--- config.mk ---
export PLATFORM = sky130hd
export DESIGN_NAME = conv_ctrl_fsm
export DESIGN_NICKNAME = d
export VERILOG_FILES = /design/src/rtl/conv_ctrl_fsm.sv
export SDC_FILE = /design/constraint.sdc
export NUM_CORES = 1
export LEC_CHECK = 0
export BUFFER_PORTS_ARGS = -buffer_cell sky130_fd_sc_hd__buf_2
export CELL_PAD_IN_SITES_DETAIL_PLACEMENT = 0
export CELL_PAD_IN_SITES_GLOBAL_PLACEMENT = 2
export CORE_MARGIN = 3
export CORE_UTILIZATION = 37
export CTS_CLUSTER_DIAMETER = 200
export DETAILED_ROUTE_END_ITERATION = 16
export PLACE_DENSITY_LB_ADDON = 0.1
export SKIP_CTS_REPAIR_TIMING = 1
export SLEW_MARGIN = 0
export SYNTH_ARGS = -nofsm -noshare
export SYNTH_HDL_FRONTEND = slang
export SYNTH_SLANG_ARGS = --single-unit
--- constraint.sdc ---
create_clock -name clk -period 19.74 [get_ports clk]
set_input_delay 3.948 -clock clk [delete_from_list [all_inputs] [get_ports clk]]
set_output_delay 3.948 -clock clk [all_outputs]
set_load 0.02 [all_outputs]
--- src/rtl/conv_ctrl_fsm.sv ---
// 3x3 / pad-1 / stride-1 convolution sequencer over a runtime-sized plane: drives MAC tap
// enables, weight select, input-map reads and a PIPE_LAT-deep output stream to the accumulator.
module conv_ctrl_fsm #(
  parameter int DIM_W    = 6,
  parameter int ICG_W    = 1,
  parameter int OCH_W    = 8,
  parameter int PIPE_LAT = 6,
  parameter int ADDR_W   = 32
) (
  input  logic              clk,
  input  logic              rst_n,
  input  logic              conv_start,
  input  logic [DIM_W-1:0]  cfg_h,
  input  logic [DIM_W-1:0]  cfg_w,
  input  logic [ICG_W-1:0]  cfg_icg,
  input  logic [OCH_W-1:0]  cfg_och,
  input  logic              conv_abort,
  input  logic              acc_rdy,
  output logic              acc_vld,
  output logic [ADDR_W-1:0] acc_info,
  output logic              busy,
  output logic              conv_done,
  output logic              cfg_err,
  output logic              pipe_en,
  output logic [9:0]        pe_en,
  output logic [ICG_W:0]    weight_sel,
  output logic              imap_ren,
  output logic [ADDR_W-1:0] imap_raddr,
  output logic [OCH_W-1:0]  out_ch_cnt,
  output logic [ICG_W-1:0]  in_ch_cnt,
  output logic [4:0]        identity_sel
);

  localparam int CW = 2 * DIM_W;
  localparam int PW = 2 * DIM_W + 1;

  typedef enum logic [1:0] {IDLE, SETUP, CONV, DRAIN} state_t;

  state_t            state;
  logic [DIM_W-1:0]  lat_h;
  logic [DIM_W-1:0]  lat_w;
  logic [ICG_W-1:0]  lat_icg;
  logic [OCH_W-1:0]  lat_och;
  logic [DIM_W:0]    setup_cnt;
  logic [DIM_W-1:0]  row;
  logic [DIM_W-1:0]  col;
  logic [CW-1:0]     imap_cnt;
  logic [CW-1:0]     omap_cnt;
  logic [ICG_W-1:0]  omap_icg;
  logic [OCH_W-1:0]  omap_och;
  logic [PIPE_LAT-1:0] dly;

  logic [PW-1:0] plane_max;
  logic          col_last, row_last, icg_last, och_last, plane_end;
  logic          setup_end, imap_wrap;
  logic          hs, om_cnt_last, om_icg_last, om_och_last, last_hs;
  logic [2:0]    row_ok, col_ok;

  always_comb begin
    // Full-width product so the wrap point is exact for the largest plane.
    plane_max   = (PW'(lat_h) + PW'(1)) * (PW'(lat_w) + PW'(1)) - PW'(1);
    col_last    = (col == lat_w);
    row_last    = (row == lat_h);
    icg_last    = (in_ch_cnt == lat_icg);
    och_last    = (out_ch_cnt == lat_och);
    plane_end   = col_last && row_last;
    setup_end   = (setup_cnt == ({1'b0, lat_w} + (DIM_W+1)'(2)));
    imap_wrap   = (PW'(imap_cnt) == plane_max);
    hs          = acc_vld && acc_rdy;
    om_cnt_last = (PW'(omap_cnt) == plane_max);
    om_icg_last = (omap_icg == lat_icg);
    om_och_last = (omap_och == lat_och);
    last_hs     = hs && om_cnt_last && om_icg_last && om_och_last;
  end

  assign busy         = (state != IDLE);
  assign pipe_en      = busy && acc_rdy;
  assign imap_ren     = pipe_en && ((state == SETUP) || (state == CONV));
  assign acc_vld      = dly[PIPE_LAT-1];
  assign acc_info     = ADDR_W'({omap_och, omap_icg, omap_cnt});
  assign imap_raddr   = ADDR_W'({in_ch_cnt, imap_cnt});
  assign weight_sel   = {out_ch_cnt[0], in_ch_cnt};
  assign identity_sel = out_ch_cnt[4:0];

  // Tap row i looks at pixel row+1-i: i=0 falls off the bottom edge, i=2 off the top.
  always_comb begin
    row_ok = {row != '0, 1'b1, row != lat_h};
    col_ok = {col != '0, 1'b1, col != lat_w};
    pe_en  = '0;
    if (state == CONV) begin
      pe_en[9] = 1'b1;
      for (int i = 0; i < 3; i++) begin
        for (int j = 0; j < 3; j++) begin
          pe_en[3*i+j] = row_ok[i] && col_ok[j];
        end
      end
    end
  end

  always_ff @(posedge clk) begin
    if (!rst_n || (conv_abort && state != IDLE)) begin
      state      <= IDLE;
      lat_h      <= '0;
      lat_w      <= '0;
      lat_icg    <= '0;
      lat_och    <= '0;
      setup_cnt  <= '0;
      row        <= '0;
      col        <= '0;
      in_ch_cnt  <= '0;
      out_ch_cnt <= '0;
      imap_cnt   <= '0;
      omap_cnt   <= '0;
      omap_icg   <= '0;
      omap_och   <= '0;
      dly        <= '0;
      conv_done  <= 1'b0;
      cfg_err    <= 1'b0;
    end else begin
      conv_done <= 1'b0;
      cfg_err   <= 1'b0;

      case (state)
        IDLE: begin
          if (conv_start) begin
            if (cfg_h == '0 || cfg_w == '0) begin
              cfg_err <= 1'b1;
            end else begin
              lat_h   <= cfg_h;
              lat_w   <= cfg_w;
              lat_icg <= cfg_icg;
              lat_och <= cfg_och;
              state   <= SETUP;
            end
          end
        end
        SETUP: begin
          if (pipe_en) begin
            if (setup_end) begin
              setup_cnt <= '0;
              state     <= CONV;
            end else begin
              setup_cnt <= setup_cnt + 1'b1;
            end
          end
        end
        CONV: begin
          if (pipe_en) begin
            col <= col_last ? '0 : col + 1'b1;
            if (col_last) row <= row_last ? '0 : row + 1'b1;
            if (plane_end) begin
              in_ch_cnt <= icg_last ? '0 : in_ch_cnt + 1'b1;
              if (icg_last) begin
                out_ch_cnt <= och_last ? '0 : out_ch_cnt + 1'b1;
                if (och_last) state <= DRAIN;
              end
            end
          end
        end
        DRAIN: begin
          if (last_hs) begin
            state     <= IDLE;
            conv_done <= 1'b1;
            imap_cnt  <= '0;
          end
        end
        default: state <= IDLE;
      endcase

      if (imap_ren) imap_cnt <= imap_wrap ? '0 : imap_cnt + 1'b1;

      // Delay line tracks the MAC pipeline, so it moves only when the array does.
      if (pipe_en) begin
        dly[0] <= (state == CONV);
        for (int k = 1; k < PIPE_LAT; k++) dly[k] <= dly[k-1];
      end

      if (hs) begin
        if (om_cnt_last) begin
          omap_cnt <= '0;
          if (om_icg_last) begin
            omap_icg <= '0;
            omap_och <= om_och_last ? '0 : omap_och + 1'b1;
          end else begin
            omap_icg <= omap_icg + 1'b1;
          end
        end else begin
          omap_cnt <= omap_cnt + 1'b1;
        end
      end
    end
  end

endmodule

==> After elaboration in Yosys (flattened, before gate mapping) <==
Cells that the tools add are included.
{ "classes": {"n_mul": 1, "reduce_logical": 36, "n_bitwise": 4, "n_eq_ne": 23, "muxes": 25, "addsub": 13} }
{ "op_table": {"columns": ["cell", "count"], "rows": [
  ["$mux W12", 5],
  ["$eq A12 B13 Y1", 2],
  ["$add A12 B1 Y12 const B", 2],
  ["$mux W2", 9],
  ["$ne A2 B2 Y1 const B", 9],
  ["$add A8 B1 Y8 const B", 2],
  ["$eq A8 B8 Y1", 2],
  ["$mux W8", 2],
  ["$add A6 B1 Y7 const B", 2],
  ["$mul A7 B7 Y13", 1],
  ["$sub A13 B1 Y13 const B", 1],
  ["$add A6 B1 Y6 const B", 2],
  ["$eq A6 B6 Y1", 2],
  ["$logic_and A1 B1 Y1", 12],
  ["$logic_not A6 Y1", 2],
  ["$mux W6", 2],
  ["$ne A6 B6 Y1", 2],
  ["$reduce_and A3 Y1", 4],
  ["$reduce_bool A6 Y1", 2],
  ["$mux W10", 1],
  ["$reduce_and A9 Y1", 1],
  ["$pmux W2 S4", 1],
  ["$reduce_and A2 Y1", 4],
  ["$add A6 B2 Y7 const B", 1],
  ["other kinds (16)", 29]
]} }
{ "word_totals": {"reg_bits": 92, "elab_cells": 119, "output_inout_bits": 96, "input_bits": 26} }

==> Depth between registers and ports, before layout <==
Gate-level depths: netlist (run 1).
{ "logic_depth": {"word_depth": 10, "mapped_depth": 24, "depth_no_buf": 20} }

==> Worst setup path after synthesis (run 1) <==
Ideal clock, no wire load.
{ "synth_timing": {"kind": "input to output", "startpoint": "in acc_rdy", "endpoint": "out imap_ren", "required_time_ps": 15792, "path_buffers": 1, "t_arrival_ps": 4865, "path_stages": 4, "slack_ps": 10927, "path_cell_list": "nand2_1 inv_1 clkbuf_1 and2_1"} }
{ "synth_between": {"elab_chain_cells": 2} }
{ "synth_rtl": {"columns": ["item", "line_no", "text"], "rows": [
  ["start, declared", "18", "input logic acc_rdy,"],
  ["$logic_and A1 B1 Y1", "77", "assign pipe_en = busy && acc_rdy;"],
  ["named net pipe_en", "24", "output logic pipe_en,"],
  ["$logic_and A1 B1 Y1", "78", "assign imap_ren = pipe_en && ((state == SETUP) || (state == CONV));"],
  ["end, declared", "27", "output logic imap_ren,"]
]} }
The timed path passes the listed nets, and every way through them passes these cells.

==> Final worst setup path (run 1) <==
{ "layout_timing": {"startpoint": "in acc_rdy", "endpoint": "out imap_ren"} }
{ "layout_between": {"elab_chain_cells": 2} }
{ "layout_rtl": {"columns": ["item", "line_no"], "rows": [
  ["$logic_and A1 B1 Y1", "77"],
  ["$logic_and A1 B1 Y1", "78"]
]} }
No other way between the ends.

==> summary.md, run 1 <==
| Metric | Value |
|---|---|
| Outcome | `completed` |
| Hold path start | `dly[1]` |
| Reg2Reg Setup Slack | `~12 ns` |
| Main synth FF type | `dfxtp_1` |
| # nets final | `1120` |
| Fin util | `0.418` |
| Setup WS pre-CTS | `10.78 ns` |
| Starting DRC count in detailed routing | `between 200 and 300` |
| Die Wd | `150 um` |
| Data required, critical path | `15.79 ns` |
| Antenna violations before repair | `0` |
| Top layer in use | `met4` |
| Fin. max-slew vios | `0` |
| Sw Share | `0.483` |
| Power Density | `137 mW/mm^2` |
| Residual DRC | `0` |
| IO buf count | `between 90 and 100` |
| Internal power | `around 600 uW` |
| #FFs+latches synth | `92` |
| Most instantiated cells after synthesis | `nand2_1, dfxtp_1, nor2_1, inv_1, xnor2_1` |
| Syn. warnings | `0` |
| Row cnt | `52` |
| Post-Synth Adder-Cell Area | `0.154` |
| Synth area leaders | `dfxtp_1, ha_1, fa_1` |
| Ys async rst share | `0` |
| Maximum VDD drop | `approximately 89 uV` |
| Crit Reg-Reg Endpoint | `imap_cnt[4]` |
| Most Frequent Cell on Critical Path | `buf_2` |
| Clock Tree Root | `clkbuf_16` |
| Metal-1 WL | `9580 um` |
| PnR worst setup slack | `between 10 and 15 ns` |
| Netlist Area Pre-Place | `0.00769 sq mm` |
| Critical path class | `in -> out` |
| Worst hold stages | `2` |
| Mux share of post-synthesis cell area | `0.0119` |
| Final Cycle Share | `0.453` |
| Num CTS Buffers | `9` |
| Largest net degree at the start of global routing | `25` |
| Cell depth of the worst flop-to-flop path | `19` |
| Worst Tran Pin Value | `0.930 ns` |
| Avg Cell Area, Syn | `8.00 sq um` |
| Area of the core | `0.0203 sq mm` |
| RSZ-0062 raised after global routing | `false` |
| # fillers | `2221` |
| Num Clock Sinks | `92` |
| Cell type with the largest total area after synthesis | `dfxtp_1` |
| DRT antenna net count | `0` |
| Synth unique cells | `63` |
| Gate Count Post-Synth | `roughly 960` |
| Power share of the clock group | `0.166` |
| Clock Latency Late Sink | `0.35 ns` |
| Xor and xnor area share after synthesis | `0.133` |
| Wirelength per Cell | `15.6 um` |
| Total gr overflow | `0` |
| Reg-to-reg startpoint | `lat_h[0]` |
| Initial core utilization | `0.379` |
| Layout Skew | `0.00876 ns` |
| Critical path startpoint | `acc_rdy` |
| Gpl congestion | `0.778` |
| TritonCTS clock tree | `yes` |
| CP Capture Type | `output port` |
| Hold EP | `dly[2]` |
| Hold/Removal Path Class | `reg -> reg` |
| Clk slew on worst S/H paths | `0.07 ns` |
| Final wirelength | `20100 um` |
| Crit-path max cell delay | `around 0.32 ns` |
| Global-route wire length before repair | `32500 um` |
| Die H | `150 um` |
| Crit path launch type | `input pin` |
| Seq pwr share | `0.184` |
| Main combinational cell family by area after synthesis | `simple AND/OR/NAND/NOR gates` |
| Number of flops mapped to enable cells by yosys | `0` |
| Register Area | `between 0.0015 and 0.002 sq mm` |
| Metal3 WL | `between 600 and 700 um` |
| Gate power share | `0.649` |
| Routed vias/inst | `5.01` |
| DIE AREA | `0.0225 sq mm` |
| F_max | `112 MHz` |
| Antenna fix cells | `0` |
| Simple-Gate Fraction of Synth Area | `0.250` |
| Final hold viol count | `0` |
| Max clock buf depth | `2` |
| Maximum fanout along the worst path | `12` |
| Total GRT Usage | `0.181` |
| Count leader, synth | `nand2_1` |
| Vias in the first global route | `6149` |
| Synth Area in Compound Gates | `0.120` |
| Area of the multi-input gates | `between 0.005 and 0.006 sq mm` |
| Detail Placement HPWL | `15700 um` |
| Switching Power | `562 uW` |
| Crit path max-delay cell type | `inv_1` |
| Routed wl met2 | `9680 um` |
| Layout area overhead | `10.4%` |
| Worst Path Arrival | `5.00 ns` |
| Setup TNS | `0 ns` |
| Final Critical Period | `between 8 and 9 ns` |
| Fraction of layout cells with a size suffix above 1 | `0.123` |
| Register area share after synthesis | `0.240` |
| Detailed Routing Iterations Pass 1 | `4` |
| Critical-path cell list | `buf_2 > nand2_1 > inv_1 > and2_1 > buf_2` |
| Num ports | `roughly 120` |
| Slew margin rel. | `0.378` |
| CTS H-tree depth | `3` |
| DR vias | `6476` |
| Max-cap violation count | `0` |
| Endpoints failing setup | `0` |
| Leakage power | `around 3.8 nW` |
| Area fraction of the dominant cell type after synthesis | `0.240` |
==> sequential cells by signal, summed over array words and instances, names as in the netlist <==
register / count
cfg_err: 1
col: 6
conv_done: 1
dly: 6
imap_cnt: 12
in_ch_cnt: 1
lat_h: 6
lat_icg: 1
lat_och: 8
lat_w: 6
omap_cnt: 12
omap_icg: 1
omap_och: 8
out_ch_cnt: 8
row: 6
setup_cnt: 7
state: 2
==> stage by stage <==
| stage | area (sq um) | cells | power, mW | hold WS (ns) |
|---|---|---|---|---|
| after detailed placement | 8170 | 1276 | 0.975 | 0.448 |
| after CTS | 8490 | 1292 | 1.18 | 0.458 |
| after global placement | 8170 | 1276 | 0.987 | 0.443 |
| final | 8490 | 1292 | 1.16 | 0.457 |
| after global routing | 8490 | 1292 | 1.27 | 0.474 |
| after floorplan | 7800 | 990 | 0.805 | 0.432 |
==> worst max-delay path, delay by kind of cell <==
| family | cells | cell delay (ns) |
|---|---|---|
| and+or+nand+nor | 2 | 0.42 |
| buffers and inverters | 3 | 0.63 |
==> power by group through the flow <==
| stage | registers, mW | logic, mW | clock network [mW] |
|---|---|---|---|
| after floorplan | 0.208 | 0.597 | 0 |
| after global placement | 0.219 | 0.768 | 0 |
| after detailed placement | 0.219 | 0.755 | 0 |
| after CTS | 0.215 | 0.763 | 0.200 |
| after global routing | 0.217 | 0.847 | 0.206 |
| final | 0.215 | 0.756 | 0.194 |
==> worst max-delay path by stage <==
stage | to | slack (ns) | depth (start not counted)
final | imap_ren | 10.80 | 5
after global routing | imap_ren | 10.64 | 5
after CTS | imap_ren | 10.78 | 5
after detailed placement | imap_ren | 10.78 | 5
after global placement | imap_ren | 10.84 | 5
after floorplan | imap_ren | 10.93 | 4
==> logic make-up (layout without fill, tap and decap cells) <==
kind of cell,count (synthesis),count (layout)
AO/OA/AOI/OAI,137,137
buffers and inverters,143,175
XOR/XNOR,114,114
other,1,30
flip-flops,92,92
adder cells (fa/ha/maj),77,77
multiplexers,9,9
AND/OR/NAND/NOR,388,388
==> cell usage in the layout (no fill, tap or decap), drive strengths merged, types with 10 or more instances in the layout <==
master	n
o21ai	27
xnor2	58
ha	48
nor3	12
inv	66
nand4	17
nor2	88
a21oi	46
nand3	29
xor2	54
conb	30
and3	20
fa	29
nor2b	17
buf	95
and2	21
clkbuf	10
nor4	15
nand2	122
dfxtp	92
==> layer usage <==
metal / vias up / track usage
met4: 0 / 0.0357
met3: 9 / 0.0259
met2: 102 / 0.306
met1: 3064 / 0.248
met5: - / 0
li1: 3301 / -
==> layout make-up <==
| type | count | share of cell area |
|---|---|---|
| clock buffer | 10 | 0.0270 |
| clock inverter | 6 | 0.0111 |
| inverter | 64 | 0.0283 |
| multi-input combinational | 755 | 0.620 |
| sequential | 92 | 0.217 |
| tap | 270 | 0.0398 |
| timing repair buffer | 95 | 0.0572 |
Note: power is estimated with default switching activity, not from simulation.
==> inputs of run 2 (changes only) <==
--- a/config.mk
+++ b/config.mk
@@ -5,11 +5,12 @@
 export SDC_FILE = /design/constraint.sdc
 export NUM_CORES = 1
 export LEC_CHECK = 0
+export ABC_AREA = 1
 export BUFFER_PORTS_ARGS = -buffer_cell sky130_fd_sc_hd__buf_2
 export CELL_PAD_IN_SITES_DETAIL_PLACEMENT = 0
 export CELL_PAD_IN_SITES_GLOBAL_PLACEMENT = 2
 export CORE_MARGIN = 3
-export CORE_UTILIZATION = 37
+export CORE_UTILIZATION = 29
 export CTS_CLUSTER_DIAMETER = 200
 export DETAILED_ROUTE_END_ITERATION = 16
 export PLACE_DENSITY_LB_ADDON = 0.1
==> constraint.sdc (replaced) <==
create_clock -name clk -period 8.2 [get_ports clk]
set_input_delay 1.64 -clock clk [delete_from_list [all_inputs] [get_ports clk]]
set_output_delay 1.64 -clock clk [all_outputs]
set_load 0.02 [all_outputs]
==> summary.md, run 2 <==
| Metric | Value |
|---|---|
| Fin. max-slew vios | `0` |
| Total gr overflow | `0` |
| Cell type with the largest total area after synthesis | `dfxtp_1` |
| Critical path class | `reg -> reg` |
| Global-route wire length before repair | `34600 um` |
| IO buf count | `91` |
| Main synth FF type | `dfxtp_1` |
| Crit-path max cell delay | `approximately 0.62 ns` |
| Synth unique cells | `44` |
| Crit path max-delay cell type | `dfxtp_1` |
| RSZ-0062 raised after global routing | `false` |
| Clock Tree Root | `clkbuf_16` |
| Num ports | `122` |
| # fillers | `2904` |
| Worst Tran Pin Value | `0.865 ns` |
| TritonCTS clock tree | `yes` |
| Leakage power | `4.07 nW` |
| Number of flops mapped to enable cells by yosys | `0` |
| Synth area leaders | `dfxtp_1, nand2_1, inv_1` |
| Antenna fix cells | `0` |
| Initial core utilization | `0.297` |
| Fin Hold WS | `0.464 ns` |
| Largest net degree at the start of global routing | `30` |
| Die H | `167 um` |
| Syn. warnings | `0` |
| Maximum VDD drop | `240 uV` |
| Most common cell after layout, fill and taps aside | `nand2_1` |
| DR vias | `6668` |
| DIE AREA | `0.0280 sq mm` |
| Vias in the first global route | `6357` |
| #FFs+latches synth | `92` |
| Largest regs | `imap_cnt: 12 flops, omap_cnt: 12 flops` |
| Most frequent cells in the layout | `nand2_1, inv_1, nor2_1` |
| Detailed Routing Iterations Pass 1 | `4` |
| Count leader, synth | `nand2_1` |
| Fraction of layout cells with a size suffix above 1 | `0.143` |
| Data required, critical path | `between 8 and 9 ns` |
| Register area share after synthesis | `0.244` |
| Antenna violations before repair | `0` |
| Residual DRC | `0` |
| Max-cap violation count | `0` |
| Max clock buf depth | `2` |
| Clock Latency Late Sink | `0.36 ns` |
| Worst Path Arrival | `6.44 ns` |
| Ys async rst share | `0` |
| Endpoints failing setup | `0` |
| Avg Cell Area, Syn | `6.98 sq um` |
| Setup TNS | `0 ns` |
| Detail Placement HPWL | `17400 um` |
| Gpl congestion | `0.775` |
| Most Frequent Cell on Critical Path | `nand2_1` |
| Final wirelength | `roughly 21000 um` |
| Clk slew on worst S/H paths | `~0.08 ns` |
| Most instantiated cells after synthesis | `nand2_1, inv_1, nor2_1, dfxtp_1, nand3_1` |
| Starting DRC count in detailed routing | `263` |
| Reg2Reg Setup Slack | `2.00 ns` |
| Total GRT Usage | `0.153` |
| Hold/Removal Path Class | `reg -> reg` |
| Num CTS Buffers | `9` |
| F_max | `161 MHz` |
| Wirelength per Cell | `14.3 um` |
| Routed vias/inst | `4.46` |
| # nets final | `1263` |
| Area of the multi-input gates | `approximately 0.0047 sq mm` |
| CP Capture Type | `flop` |
| Power Density | `405 mW/mm^2` |
| Slew margin rel. | `0.422` |
| Final hold viol count | `0` |
| DRT antenna net count | `0` |
| Setup WS pre-CTS | `1.92 ns` |
| Gate Count Post-Synth | `1082` |
| Area of the core | `0.0254 sq mm` |
| PnR worst setup slack | `2.00 ns` |
| Layout area overhead | `12.0%` |
| Layout Skew | `0.0145 ns` |
| Crit path launch type | `flop` |
| CTS H-tree depth | `3` |
| Outcome | `completed` |
| Num Clock Sinks | `between 90 and 100` |
| Final Critical Period | `between 6 and 7 ns` |
| Row cnt | `58` |
| Maximum fanout along the worst path | `13` |
| Final Cycle Share | `0.756` |
| Die Wd | `167 um` |
| Register Area | `0.00184 sq mm` |
| Area fraction of the dominant cell type after synthesis | `0.244` |
| Netlist Area Pre-Place | `approximately 0.0076 sq mm` |
-- run 2: cell types whose count changed in the layout (fill, tap and decap cells not counted), sizes merged, moves of 11 or more --
cell and delta:
nor2 +27, xnor2 -40, a21oi +15, and3 -18, nand3b +12, and2 -21
nor2b -17, xor2 -17, nand3 +52, nand2 +99, inv +122, o21ai +11
-- run 2: cell families (layout without fill, tap and decap cells) --
kind of cell               count (synthesis)  in the layout  synth area share
buffers and inverters                    243            297             0.144
adders and majority gates                 77             77             0.156
muxes                                      1              1           0.00132
and+or+nand+nor                          501            501             0.311
AOI/OAI and AO/OA                        112            112            0.0793
other                                      1             30          0.000496
xor gates and xnor gates                  55             55            0.0638
DFF                                       92             92             0.244
-- run 2: layout make-up --
cell class                 count  share of cell area
multi-input combinational    776               0.559
tap                          330              0.0488
clock inverter                 7             0.00783
inverter                     186              0.0825
clock buffer                   9              0.0266
timing repair buffer          95              0.0573
sequential                    92               0.218
-- run 2: per-stage QoR --
step                instance area, sq um  std cells  power [mW]   util
floorplan                           7660       1111        2.53      -
global placement                    8170       1479        3.10  0.322
detailed placement                  8170       1479        3.08  0.322
CTS                                 8470       1495        3.53  0.333
global route                        8470       1495        3.86  0.333
finish                              8470       1495        3.43  0.333
-- run 2: report_power, final --
part / internal (mW) / leakage (nW) / switching (mW)
clock: 0.213 / 0.141 / 0.211
sequential: 0.483 / 0.745 / 0.0455
combinational: 0.861 / 3.18 / 1.62
total: 1.56 / 4.07 / 1.87
-- run 2: path summary, 6_finish.rpt --
| check | start | to | cells past startpoint |
|---|---|---|---|
| max reg2reg | lat_w[0] | imap_cnt[3] | 27 |
| min reg2reg | dly[3] | dly[4] | 2 |
| max | lat_w[0] | imap_cnt[3] | 27 |
| min | dly[3] | dly[4] | 2 |
-- run 2: worst max-delay path, delay by kind of cell (launching register included) --
family / cells / cell delay [ns]
buffers and inverters: 3 / 0.26
AO/OA/AOI/OAI: 1 / 0.08
adder cells (fa/ha/maj): 6 / 2.75
flip-flops: 1 / 0.62
AND/OR/NAND/NOR: 17 / 2.38
-- run 2: routing by layer --
layer / GRT usage / share of wire / vias up
met2: 0.251 / 0.46 / 100
met3: 0.0222 / 0.031 / 14
met5: 0 / 0 / -
li1: - / - / 3512
met4: 0.0299 / 0.0095 / 0
met1: 0.214 / 0.50 / 3042
==> inputs of run 3 (changes only) <==
==> constraint.sdc (replaced) <==
create_clock -name clk -period 5.45 [get_ports clk]
set_input_delay 1.09 -clock clk [delete_from_list [all_inputs] [get_ports clk]]
set_output_delay 1.09 -clock clk [all_outputs]
set_load 0.02 [all_outputs]
==> summary.md, run 3 (same netlist as run 2, synthesis figures left out) <==
| Metric | Value |
|---|---|
| Detailed Routing Iterations Pass 1 | `4` |
| Setup TNS | `0 ns` |
| CP Capture Type | `flop` |
| Max clock buf depth | `2` |
| Delay-heaviest family, CP | `adder cells` |
| Critical path class | `reg -> reg` |
| DR vias | `6918` |
| # fillers | `2807` |
| Buf/Inv on CP | `4` |
| Die Wd | `167 um` |
| Most common cell after layout, fill and taps aside | `nand2_1` |
| Global-route wire length before repair | `~36000 um` |
| Antenna violations before repair | `1` |
| Leakage power | `4.36 nW` |
| Most frequent cells in the layout | `nand2_1, inv_1, nor2_1` |
| Data required, critical path | `5.66 ns` |
| IO buf count | `91` |
| Largest net degree at the start of global routing | `31` |
| Fin. max-slew vios | `0` |
| Crit-path max cell delay | `0.57 ns` |
| Fraction of layout cells with a size suffix above 1 | `0.249` |
| Most Frequent Cell on Critical Path | `nand2_2` |
| Area of the multi-input gates | `0.00516 sq mm` |
| Total GRT Usage | `0.156` |
| Clk slew on worst S/H paths | `0.07 ns` |
| Worst Path Arrival | `roughly 5.4 ns` |
| Final Cycle Share | `0.958` |
| DIE AREA | `0.0280 sq mm` |
| F_max | `~190 MHz` |
| Worst Tran Pin Value | `0.935 ns` |
| Layout Skew | `0.0147 ns` |
| Detail Placement HPWL | `around 17000 um` |
| Area of the core | `0.0254 sq mm` |
| Routed vias/inst | `4.49` |
| # nets final | `approximately 1300` |
| Power Density | `slightly below 700 mW/mm^2` |
| Final wirelength | `~22000 um` |
| CTS H-tree depth | `3` |
| Die H | `167 um` |
| DRT antenna net count | `0` |
| Register Area | `0.00187 sq mm` |
| Num CTS Buffers | `9` |
| Crit path launch type | `flop` |
| Outcome | `completed` |
| Final Critical Period | `5.22 ns` |
| Hold/Removal Path Class | `reg -> reg` |
| Vias in the first global route | `6730` |
| Largest regs | `imap_cnt: 12 flops, omap_cnt: 12 flops` |
| Row cnt | `58` |
| Crit path max-delay cell type | `fa_2` |
| Layout area overhead | `23.4%` |
| Endpoints failing setup | `0` |
| Fin Hold WS | `0.464 ns` |
| RSZ-0062 raised after global routing | `true` |
| Clock Latency Late Sink | `0.36 ns` |
| Residual DRC | `0` |
| Final hold viol count | `0` |
| Max-cap violation count | `0` |
| TritonCTS clock tree | `yes` |
| Initial core utilization | `0.297` |
| Total gr overflow | `0` |
| Wirelength per Cell | `between 10 and 15 um` |
| Gpl congestion | `0.791` |
| Num Clock Sinks | `~90` |
| Maximum VDD drop | `448 uV` |
| Starting DRC count in detailed routing | `290` |
| Clock Tree Root | `clkbuf_16` |
| Num ports | `122` |
| Slew margin rel. | `0.371` |
| Maximum fanout along the worst path | `7` |
[run 3: stage by stage]
stage	worst slack, ns	utilization	power [mW]	instances	cell area [sq um]
detailed placement	-0.0500	0.334	5.02	1517	8470
floorplan	0.223	-	3.80	1111	7660
global placement	-0.0449	0.334	5.06	1517	8470
CTS	-0.0769	0.346	5.75	1533	8790
global route	-0.105	0.367	7.16	1542	9320
finish	0.230	0.367	6.45	1542	9320
[run 3: cell type report]
class                      count  area share
multi-input combinational    776       0.554
sequential                    92       0.200
timing repair buffer         141      0.0921
inverter                     186      0.0754
tap                          330      0.0443
clock buffer                   9      0.0242
clock inverter                 7     0.00993
antenna                        1    0.000268
[run 3: path summary, 6_finish.rpt]
| check | from | endpoint | slack [ns] | cells past startpoint |
|---|---|---|---|---|
| max | lat_h[0] | imap_cnt[3] | 0.23 | 27 |
| min | dly[2] | dly[3] | 0.46 | 2 |
| min reg2reg | dly[2] | dly[3] | 0.46 | 2 |
| max reg2reg | lat_h[0] | imap_cnt[3] | 0.23 | 27 |
[run 3: worst min-delay path, stage by stage (launching register included)]
cell     delay (ns)
dfxtp_1        0.31
nand2_1        0.06
a21oi_1        0.05
[run 3: power by group]
group	internal [mW]	switching [mW]
Sequential	0.733	0.0578
Combinational	2.04	2.93
Clock	0.370	0.323
[run 3: per-layer routing]
layer,part of all wire,wire (um),up-vias,global-route usage
met5,0,0,-,0
met4,0.012,274,0,0.0363
met3,0.029,633,16,0.0238
met2,0.47,10400,112,0.261
met1,0.49,10700,3177,0.214
li1,-,-,3613,-
